`config.mk`:
```
export PLATFORM = sky130hd
export DESIGN_NAME = memory_access_stage
export DESIGN_NICKNAME = d
export VERILOG_FILES = /design/src/rtl/memory_access_stage.sv
export SDC_FILE = /design/constraint.sdc
export NUM_CORES = 1
export LEC_CHECK = 0
export BUFFER_PORTS_ARGS = -buffer_cell sky130_fd_sc_hd__buf_2
export CAP_MARGIN = 5
export CORE_MARGIN = 2
export CORE_UTILIZATION = 35
export DETAILED_ROUTE_END_ITERATION = 8
export PLACE_DENSITY = 0.71
export REMOVE_ABC_BUFFERS = 1
export SYNTH_ARGS = -nofsm -noshare
export SYNTH_HDL_FRONTEND = slang
export SYNTH_SLANG_ARGS = --single-unit
export TNS_END_PERCENT = 1
```
`constraint.sdc`:
```
create_clock -name clk -period 4.4 [get_ports clk]
set_clock_uncertainty 0.2 [all_clocks]
set_input_delay 0 -clock clk [delete_from_list [all_inputs] [get_ports clk]]
set_output_delay 0 -clock clk [all_outputs]
set_load 0.005 [all_outputs]
```
`src/rtl/memory_access_stage.sv`:
```
// memory_access_stage: uDLX MEM pipeline stage.
//
// Purpose: holds the EX/MEM register and runs byte/half/word loads and
// stores over a req/ack data-memory port. A slow memory stalls the pipeline
// until it acks, and an access that gets no ack within TIMEOUT_CYCLES is
// aborted. The stage also drives the EX/MEM forwarding triple and the
// MEM/WB write-back triple.
//
// Ports:
//   clk, rst               clock (rising edge), asynchronous active-high reset
//   ex_valid_in .. mem_signed_in
//                          instruction fields from the execute stage
//   stall_out              freezes IF/ID/EX and holds EX/MEM
//   dmem_*                 data-memory request/response port
//   ex_mem_reg_*_out       EX/MEM forwarding triple (loads are excluded)
//   wb_reg_*_out           MEM/WB write-back triple
//   misaligned_out         one-cycle pulse when a misaligned access is dropped
//   bus_error_out          one-cycle pulse when an access times out
//
// state | meaning
// ------+-----------------------------------------------------------
// IDLE  | no access outstanding, dmem_req_out low
// BUSY  | access held on the dmem port, waiting for ack or timeout
module memory_access_stage #(
  parameter int DATA_WIDTH     = 32,
  parameter int REG_ADDR_WIDTH = 5,
  parameter int TIMEOUT_CYCLES = 16
) (
  input  logic                      clk,
  input  logic                      rst,
  input  logic                      ex_valid_in,
  input  logic [DATA_WIDTH-1:0]     alu_data_in,
  input  logic [DATA_WIDTH-1:0]     mem_data_in,
  input  logic [REG_ADDR_WIDTH-1:0] reg_wr_addr_in,
  input  logic                      reg_wr_ena_in,
  input  logic                      mem_rd_in,
  input  logic                      mem_wr_in,
  input  logic [1:0]                mem_size_in,
  input  logic                      mem_signed_in,
  output logic                      stall_out,
  output logic                      dmem_req_out,
  output logic                      dmem_we_out,
  output logic [DATA_WIDTH-1:0]     dmem_addr_out,
  output logic [DATA_WIDTH-1:0]     dmem_wdata_out,
  output logic [DATA_WIDTH/8-1:0]   dmem_be_out,
  input  logic [DATA_WIDTH-1:0]     dmem_rdata_in,
  input  logic                      dmem_ack_in,
  output logic [DATA_WIDTH-1:0]     ex_mem_reg_data_out,
  output logic [REG_ADDR_WIDTH-1:0] ex_mem_reg_addr_out,
  output logic                      ex_mem_reg_wr_ena_out,
  output logic [DATA_WIDTH-1:0]     wb_reg_data_out,
  output logic [REG_ADDR_WIDTH-1:0] wb_reg_addr_out,
  output logic                      wb_reg_wr_ena_out,
  output logic                      misaligned_out,
  output logic                      bus_error_out
);

  localparam int BW = DATA_WIDTH / 8;
  localparam int CW = (TIMEOUT_CYCLES > 2) ? $clog2(TIMEOUT_CYCLES) : 1;

  typedef enum logic {IDLE, BUSY} state_t;

  state_t                    state;
  logic [CW-1:0]             count;

  // EX/MEM register
  logic                      em_valid;
  logic [DATA_WIDTH-1:0]     em_alu;
  logic [REG_ADDR_WIDTH-1:0] em_reg_addr;
  logic                      em_reg_wr_ena;
  logic                      em_rd;
  logic                      em_wr;
  logic [1:0]                em_size;
  logic                      em_signed;

  logic                      in_mem;
  logic                      in_misaligned;
  logic                      in_access;
  logic                      in_keep;
  logic                      timeout_hit;
  logic                      abort;
  logic [BW-1:0]             in_be;
  logic [DATA_WIDTH-1:0]     in_wdata;
  logic [DATA_WIDTH-1:0]     lane;
  logic [DATA_WIDTH-1:0]     load_data;

  // Incoming instruction classification
  always_comb begin
    in_mem        = ex_valid_in & (mem_rd_in | mem_wr_in);
    in_misaligned = in_mem & (((mem_size_in == 2'b01) & alu_data_in[0]) |
                              (mem_size_in[1] & (alu_data_in[1:0] != 2'b00)));
    in_access     = in_mem & ~in_misaligned;
    // Misaligned accesses enter EX/MEM as bubbles
    in_keep       = ex_valid_in & ~in_misaligned;
  end

  always_comb begin
    in_be    = '1;
    in_wdata = mem_data_in;
    case (mem_size_in)
      2'b00: begin
        in_be    = BW'(1) << alu_data_in[1:0];
        in_wdata = {BW{mem_data_in[7:0]}};
      end
      2'b01: begin
        in_be    = BW'(3) << alu_data_in[1:0];
        in_wdata = {(BW/2){mem_data_in[15:0]}};
      end
      default: begin
        in_be    = '1;
        in_wdata = mem_data_in;
      end
    endcase
  end

  // Load lane extraction from the access currently held in EX/MEM
  always_comb begin
    lane      = dmem_rdata_in >> {em_alu[1:0], 3'b000};
    load_data = dmem_rdata_in;
    case (em_size)
      2'b00:   load_data = {{(DATA_WIDTH-8){em_signed & lane[7]}}, lane[7:0]};
      2'b01:   load_data = {{(DATA_WIDTH-16){em_signed & lane[15]}}, lane[15:0]};
      default: load_data = dmem_rdata_in;
    endcase
  end

  always_comb begin
    timeout_hit = (count == CW'(TIMEOUT_CYCLES - 1));
    stall_out   = (state == BUSY) & ~dmem_ack_in & ~timeout_hit;
    abort       = (state == BUSY) & ~dmem_ack_in & timeout_hit;
  end

  assign ex_mem_reg_data_out   = em_alu;
  assign ex_mem_reg_addr_out   = em_reg_addr;
  assign ex_mem_reg_wr_ena_out = em_valid & em_reg_wr_ena & ~em_rd;

  always_ff @(posedge clk or posedge rst) begin
    if (rst) begin
      state             <= IDLE;
      count             <= '0;
      em_valid          <= 1'b0;
      em_alu            <= '0;
      em_reg_addr       <= '0;
      em_reg_wr_ena     <= 1'b0;
      em_rd             <= 1'b0;
      em_wr             <= 1'b0;
      em_size           <= 2'b00;
      em_signed         <= 1'b0;
      dmem_req_out      <= 1'b0;
      dmem_we_out       <= 1'b0;
      dmem_addr_out     <= '0;
      dmem_wdata_out    <= '0;
      dmem_be_out       <= '0;
      wb_reg_data_out   <= '0;
      wb_reg_addr_out   <= '0;
      wb_reg_wr_ena_out <= 1'b0;
      misaligned_out    <= 1'b0;
      bus_error_out     <= 1'b0;
    end else begin
      misaligned_out <= ~stall_out & in_misaligned;
      bus_error_out  <= abort;
      if (!stall_out) begin
        em_valid      <= in_keep;
        em_alu        <= alu_data_in;
        em_reg_addr   <= reg_wr_addr_in;
        em_reg_wr_ena <= in_keep & reg_wr_ena_in;
        em_rd         <= in_keep & mem_rd_in;
        em_wr         <= in_keep & mem_wr_in;
        em_size       <= mem_size_in;
        em_signed     <= mem_signed_in;

        // A load in EX/MEM only reaches this edge on ack or abort
        wb_reg_data_out   <= em_rd ? load_data : em_alu;
        wb_reg_addr_out   <= em_reg_addr;
        wb_reg_wr_ena_out <= em_valid & em_reg_wr_ena & ~em_wr & ~abort;

        if (in_access) begin
          state          <= BUSY;
          count          <= '0;
          dmem_req_out   <= 1'b1;
          dmem_we_out    <= mem_wr_in;
          dmem_addr_out  <= {alu_data_in[DATA_WIDTH-1:2], 2'b00};
          dmem_be_out    <= in_be;
          dmem_wdata_out <= in_wdata;
        end else begin
          state        <= IDLE;
          count        <= '0;
          dmem_req_out <= 1'b0;
          dmem_we_out  <= 1'b0;
        end
      end else begin
        // Stall cycles never write back, so a held result is written once
        wb_reg_wr_ena_out <= 1'b0;
        count             <= count + CW'(1);
      end
    end
  end

endmodule

```
==> metrics.json, run 1 <==
{
  "cts": {
    "tritoncts.num_buffers": 17,
    "postCtsHoldBufs": 133,
    "worst_setup_hold_path_clk_slew_ns": 0.07,
    "cts.root.buffer_cell": "clkbuf_16",
    "insertion_delay_ns": 0.43,
    "numClockSinks": 156,
    "deepest_level_of_the_cts_h_tree": 4,
    "cts_setup_buffers": 0,
    "cts_tree": "yes",
    "cts_resized": 0,
    "cts_buffer_depth": 2
  },
  "min_path": {
    "hold_path.class": "in -> async"
  },
  "global_routing": {
    "grt_start_max_net_pins": 96,
    "grt_antenna_before_repair": 1,
    "grt_pass1_wl_mm": 37.94,
    "grt_overflow_total": 0,
    "grtUsageTotal_pct": 22.23,
    "first_global_vias": 7168
  },
  "yosys": {
    "synthesis.instances": 698,
    "synth_enable_flop_cells": 0,
    "seq_area_frac_synth_pct": 55.27,
    "ys.warnings.count": 0,
    "synthesis.area_per_instance_sq_um": 10.12,
    "synth.top_cells.by_area": "dfrtp_1 (55%), nand2_1 (7.9%), mux2_2 (5.7%), mux2i_1 (4.8%), o21ai_0 (4.0%)",
    "netlist-cell-type-count": 59,
    "post-synth-top-area-fraction_pct": 55.27,
    "postSynthRegisterBits": 156,
    "synthFlopType": "dfrtp_1",
    "cell_taking_the_most_area_after_synthesis": "dfrtp_1",
    "synth-async-reset-ratio_pct": 100.0,
    "mappedNetlistArea_sq_um": 7063
  },
  "cells_and_area": {
    "post_route_cells_drive_above_1_share_pct": 32.59,
    "post-route-util_pct": 53.00,
    "multiInputGateArea_sq_um": 2880,
    "final_cell_area_sq_um": 10420,
    "fill_count": 1806,
    "final_nets": 1176,
    "register_area_sq_um": 3904,
    "synthToLayoutAreaGrowth_pct": 47.49
  },
  "critical_path": {
    "crit_type": "reg -> reg",
    "crit_slowest_cell": "inv_2",
    "worst-r2r-setup-slack_ns": 1.02,
    "crit_path_end_kind": "register",
    "critical_path.cell_chain": "ha_1 -> nand3_1 -> nand2_4 -> inv_2 -> buf_4 -> nor3_1 -> a311oi_2 -> dlygate4sd3_1",
    "worstSetupStartpointType": "register",
    "critical_path.max_fanout": 44,
    "worst_ep_arrival_time_ns": 3.54,
    "timing.critical_path.required_ns": 4.56,
    "cpPeakStageDelay_ns": 0.59
  },
  "timing": {
    "report.final.setup_viol": 0,
    "drv_slew": 0,
    "fmaxAchievable_mhz": 295.5,
    "period_minus_slack_ns": 3.385,
    "report.final.hold_viol_count": 0,
    "rsz0062_at_grt": "no",
    "max_slew.worst_pin.slew_ns": 0.8772,
    "period_share_pct": 76.92,
    "slew-limit-headroom_pct": 41.33
  },
  "routing": {
    "via_per_inst": 5.034,
    "drt_first_iter_violations": 325,
    "totalWireLength_mm": 23.61,
    "route.antenna.remaining_nets": 0,
    "remaining_drc_errors": 0,
    "detail_route.wl_per_cell_um": 17.58,
    "num_vias": 6760,
    "drt_pass1_iterations": 7
  },
  "power_and_ir_drop": {
    "static-leakage-power_uw": 0.005071,
    "peakVddDrop_uv": 259.3,
    "pwr_density_cell_nw_per_um2": 406.3
  },
  "die": {
    "design.core.area_sq_um": 19650,
    "rows": 51,
    "design.die.area_sq_um": 21330,
    "initial_core_util_pct": 35.94,
    "ioPinCount": 260,
    "floorplan.die.height_um": 146.1,
    "dieWidth_um": 146.1
  },
  "placed_design": {
    "port_buffers": 257,
    "globalplace.congestion": 0.8056,
    "detailed_place_hpwl_mm": 14.63,
    "instance_area_after_placement_sq_um": 8516
  },
  "run_status": {
    "status": "completed"
  },
  "flow_run": {
    "max_cap_viol_count": 0
  }
}
-- registers in the layout, summed over array words and instances (netlist names), 2 cells and up --
name and count:
dmem_wdata_out 32, ex_mem_reg_data_out 32, wb_reg_data_out 32, dmem_addr_out 30, ex_mem_reg_addr_out 5, wb_reg_addr_out 5, count 4, dmem_be_out 4
em_size 2
-- final timing paths --
path | startpoint | to | cells past startpoint
min in group clk | alu_data_in[16] | ex_mem_reg_data_out[16] | 4
max in group asynchronous | rst | count[1] | 4
setup reg to reg | count[0] | wb_reg_data_out[15] | 8
hold reg to reg | em_wr | wb_reg_wr_ena_out | 1
hold / removal | rst | dmem_wdata_out[1] | 3
setup / recovery | count[0] | wb_reg_data_out[15] | 8
-- stage by stage --
stage | hold WS, ns | instances | total power [uW] | setup TNS, ns | setup WS, ns
after CTS | 0.09690 | 1342 | 4253 | 0 | 1.044
after global placement | -0.001054 | 1177 | 2674 | 0 | 1.609
final | 0.08386 | 1343 | 4233 | 0 | 1.015
after detailed placement | 0.004540 | 1177 | 2699 | 0 | 1.501
after floorplan | -0.08754 | 644 | 2233 | -1.015 | -0.006506
after global routing | 0.1137 | 1343 | 4461 | 0 | 0.7895
-- kinds of logic after synthesis --
kind of cell | Yosys count | synth area share (%)
flops | 156 | 55.27
compound gates | 153 | 13.80
xor+xnor | 4 | 0.4961
simple gates | 248 | 14.97
mux | 73 | 11.09
other cells | 1 | 0.05309
fa+ha+maj | 1 | 0.1771
buf+inv | 62 | 4.145
-- layer usage --
| layer | vias to the layer above | share of wire (%) | track usage [%] |
|---|---|---|---|
| li1 | 3145 | - | - |
| met1 | 3297 | 41 | 27.00 |
| met2 | 269 | 49 | 37.83 |
| met3 | 49 | 7.0 | 5.938 |
| met4 | 0 | 2.6 | 8.592 |
| met5 | - | 0 | 0 |
-- synth_stat cells (2+ instances only) --
cell type and number:
dfrtp_1 156, nand2_1 149, xor2_1 2, mux2_1 2, buf_1 5, a21oi_1 40
or4b_2 4, nand2b_1 4, o21ai_0 57, nor2b_1 2, nand3b_1 2, a22oi_1 16
nand3_1 2, xnor2_1 2, mux2_2 36, a211oi_1 8, mux2i_1 34, buf_6 2
buf_4 4, a222oi_1 7, inv_1 6, nor2_1 57, nor3b_1 3, a22o_1 2
and2_1 2, a21o_1 2, and3_1 3, nor3_1 14, buf_2 24, o2111ai_1 3
clkbuf_1 20
-- final cells by class --
class | instances | share of cell area, %
Antenna cell | 1 | 0.02402
Clock buffer | 18 | 4.120
Clock inverter | 14 | 1.333
Multi-Input combinational cell | 481 | 27.65
Timing Repair Buffer | 401 | 25.92
Tap cell | 265 | 3.183
Sequential cell | 156 | 37.47
Inverter | 7 | 0.3003
-- power breakdown --
part / total, uW / leakage [uW] / internal (uW) / switching (uW)
clock: 1440 / 0.000263 / 791 / 645
combinational: 964 / 0.00293 / 493 / 471
sequential: 1830 / 0.00188 / 1680 / 154
-- cells in the final DEF (no fill, tap or decap), types with 16 or more instances in the layout --
cell type      Yosys  routed
a21oi_1           40      40
a22oi_1           16      16
buf_2             24     257
clkbuf_16          0      17
dfrtp_1          156     156
dlygate4sd3_1      0     133
mux2_2            36      36
mux2i_1           34      34
nand2_1          149     148
nor2_1            57      56
o21ai_0           57      57
-- worst max-delay path, delay by kind of cell (launching register included) --
family          cells  cell delay (ns)
fa+ha+maj           1             0.24
flops               1             0.40
simple gates        3             0.57
buf+inv             3             1.67
compound gates      1             0.18
Power figures use the tool's default switching activity.
==> run 2: changes to the inputs <==
--- a/config.mk
+++ b/config.mk
@@ -10,7 +10,7 @@
 export CORE_MARGIN = 2
 export CORE_UTILIZATION = 35
 export DETAILED_ROUTE_END_ITERATION = 8
-export PLACE_DENSITY = 0.71
+export PLACE_DENSITY = 0.69
 export REMOVE_ABC_BUFFERS = 1
 export SYNTH_ARGS = -nofsm -noshare
 export SYNTH_HDL_FRONTEND = slang
==> constraint.sdc (replaced) <==
create_clock -name clk -period 3.55 [get_ports clk]
set_clock_uncertainty 0.2 [all_clocks]
set_input_delay 0 -clock clk [delete_from_list [all_inputs] [get_ports clk]]
set_output_delay 0 -clock clk [all_outputs]
set_load 0.005 [all_outputs]
==> run 2 against run 1 <==
Against the previous run:
- register-to-register slack lost 0.52 ns
- first-iteration DRC count grew 1.8%
- die area did not move
- clock power up 35%
- total power up 27%
- flip-flop and latch count did not move
- largest cell class unchanged
- final cell count shrank 0.52%
- sequential power rose by 25%
- sequential share of layout area barely moved
- combinational power rose by 21%
==> metrics.json, run 2 (synthesized netlist as in run 1, its figures left out) <==
{
  "run_status": {
    "status": "completed"
  },
  "cells_and_area": {
    "final_cell_mix": "buf_2 (257), dfrtp_1 (156), nand2_1 (148)",
    "final_common_cell": "buf_2",
    "register_area_sq_um": 3904,
    "fill_count": 1805,
    "num_antenna_cells": 0,
    "multiInputGateArea_sq_um": 2880,
    "final_nets": 1170,
    "post-route-util_pct": 53.07,
    "post_route_cells_drive_above_1_share_pct": 32.68,
    "synthToLayoutAreaGrowth_pct": 47.69
  },
  "timing": {
    "report.final.hold_viol_count": 0,
    "slew-limit-headroom_pct": 34.27,
    "report.final.setup_viol": 0,
    "period_share_pct": 86.11,
    "rsz0062_at_grt": "no",
    "max_slew.worst_pin.slew_ns": 0.9828,
    "fmaxAchievable_mhz": 327.1,
    "drv_slew": 0,
    "period_minus_slack_ns": 3.057
  },
  "routing": {
    "remaining_drc_errors": 0,
    "drt_pass1_iterations": 5,
    "totalWireLength_mm": 23.41,
    "num_vias": 6724,
    "detail_route.wl_per_cell_um": 17.52,
    "drt_first_iter_violations": 331,
    "via_per_inst": 5.033,
    "route.antenna.remaining_nets": 0
  },
  "cts": {
    "worst_setup_hold_path_clk_slew_ns": 0.07,
    "cts_resized": 0,
    "cts_setup_buffers": 0,
    "numClockSinks": 156,
    "cts.root.buffer_cell": "clkbuf_16",
    "deepest_level_of_the_cts_h_tree": 4,
    "cts_buffer_depth": 2,
    "cts_tree": "yes",
    "tritoncts.num_buffers": 17,
    "insertion_delay_ns": 0.42
  },
  "global_routing": {
    "first_global_vias": 7045,
    "grt_pass1_wl_mm": 37.18,
    "grt_overflow_total": 0,
    "grt_antenna_before_repair": 0,
    "grt_start_max_net_pins": 99,
    "grtUsageTotal_pct": 21.73
  },
  "die": {
    "dieWidth_um": 146.1,
    "design.die.area_sq_um": 21330,
    "rows": 51,
    "floorplan.die.height_um": 146.1,
    "ioPinCount": 260,
    "design.core.area_sq_um": 19650,
    "initial_core_util_pct": 35.94
  },
  "critical_path": {
    "critical_path.max_fanout": 86,
    "crit_slowest_cell": "buf_4",
    "crit_type": "reg -> reg",
    "worstSetupStartpointType": "register",
    "crit_buf_inv": 2,
    "crit_path_end_kind": "register",
    "cpPeakStageDelay_ns": 0.70,
    "critical_path.cell_chain": "ha_1 -> nand3_1 -> nand2_4 -> buf_4 -> o311a_4 -> a311oi_2 -> dlygate4sd3_1",
    "cpLargestDelayFamily": "buffers and inverters",
    "timing.critical_path.required_ns": 3.65,
    "worst_ep_arrival_time_ns": 3.16
  },
  "power_and_ir_drop": {
    "share_comb_of_total_power_pct": 21.7,
    "total_power_of_the_final_layout_uw": 5394,
    "static-leakage-power_uw": 0.005081,
    "clock_network_fraction_of_total_power_pct": 36.0,
    "internal_power_uw": 3856,
    "p_switching_uw": 1538,
    "sw_frac_of_total_pct": 28.51,
    "peakVddDrop_uv": 305.2,
    "pwr-share-seq_pct": 42.3,
    "pwr_density_cell_nw_per_um2": 517.1
  },
  "min_path": {
    "hold_path.class": "in -> async"
  },
  "flow_run": {
    "max_cap_viol_count": 0
  },
  "placed_design": {
    "detailed_place_hpwl_mm": 14.51,
    "globalplace.congestion": 0.7870,
    "port_buffers": 257
  }
}
run 2: changes by cell type in the layout (fill, tap and decap cells not counted):
cell	previous run	this run
dlygate4sd3_1	133	128
diode_2	1	0
bufinv_16	1	3
clkinvlp_4	5	2
inv_6	3	1
clkbuf_8	0	3
buf_12	0	1
buf_4	11	9
run 2: cell type report:
class | instances | share of cell area (%)
timing repair buffer | 395 | 25.45
tap | 265 | 3.179
inverter | 7 | 0.2999
multi-input combinational | 481 | 27.61
sequential | 156 | 37.42
clock buffer | 21 | 4.510
clock inverter | 11 | 1.523
run 2: repair_timing:
item / CTS / global route
setup endpoints to repair: 0 / 0
endpoints found under the hold margin: 244 / 0
hold buffers: 128 / 0
run 2: worst reg2reg max path, cell delays in order, from the launching register on:
cell           delay, ns
dfrtp_1             0.37
ha_1                0.20
nand3_1             0.17
nand2_4             0.13
buf_4               0.70
o311a_4             0.49
a311oi_2            0.10
dlygate4sd3_1       0.57
run 2: worst paths after layout:
| kind | endpoint | slack, ns | startpoint | depth (start not counted) |
|---|---|---|---|---|
| max | wb_reg_data_out[15] | 0.49 | count[0] | 7 |
| min | dmem_addr_out[13] | 0.12 | rst | 3 |
| max reg2reg | wb_reg_data_out[15] | 0.49 | count[0] | 7 |
| min reg2reg | wb_reg_wr_ena_out | 0.26 | em_wr | 1 |
| max in group asynchronous | count[3] | 2.19 | rst | 4 |
| min in group clk | ex_mem_reg_addr_out[1] | 0.12 | reg_wr_addr_in[1] | 4 |
run 2: routing by layer:
layer  up-vias  part of all wire (%)  GRT usage, %
li1       3144                     -             -
met1      3270                    42         26.89
met2       272                    49         37.24
met3        38                   6.5         5.594
met4         0                   2.1         7.039
met5         -                     0             0
run 2: metrics by stage:
step           hold slack, ns  std cells  area, sq um  worst slack (ns)  setup TNS (ns)
2_1_floorplan        -0.08754        644         6800           -0.8565         -143.63
4_1_cts                0.1015       1336        10430            0.4898               0
3_3_place_gp         0.001749       1176         8521             1.061               0
5_1_grt                0.1287       1336        10430            0.3205               0
6_report               0.1181       1336        10430            0.4931               0
3_5_place_dp       -0.0005312       1176         8521             1.029               0
run 2: power groups by stage:
stage	combinational, uW	sequential, uW	clock [uW]
after floorplan	454	2310	0
after global placement	1020	2300	0
after detailed placement	1040	2300	0
after CTS	1160	2280	1990
after global routing	1280	2320	2060
final	1170	2280	1940
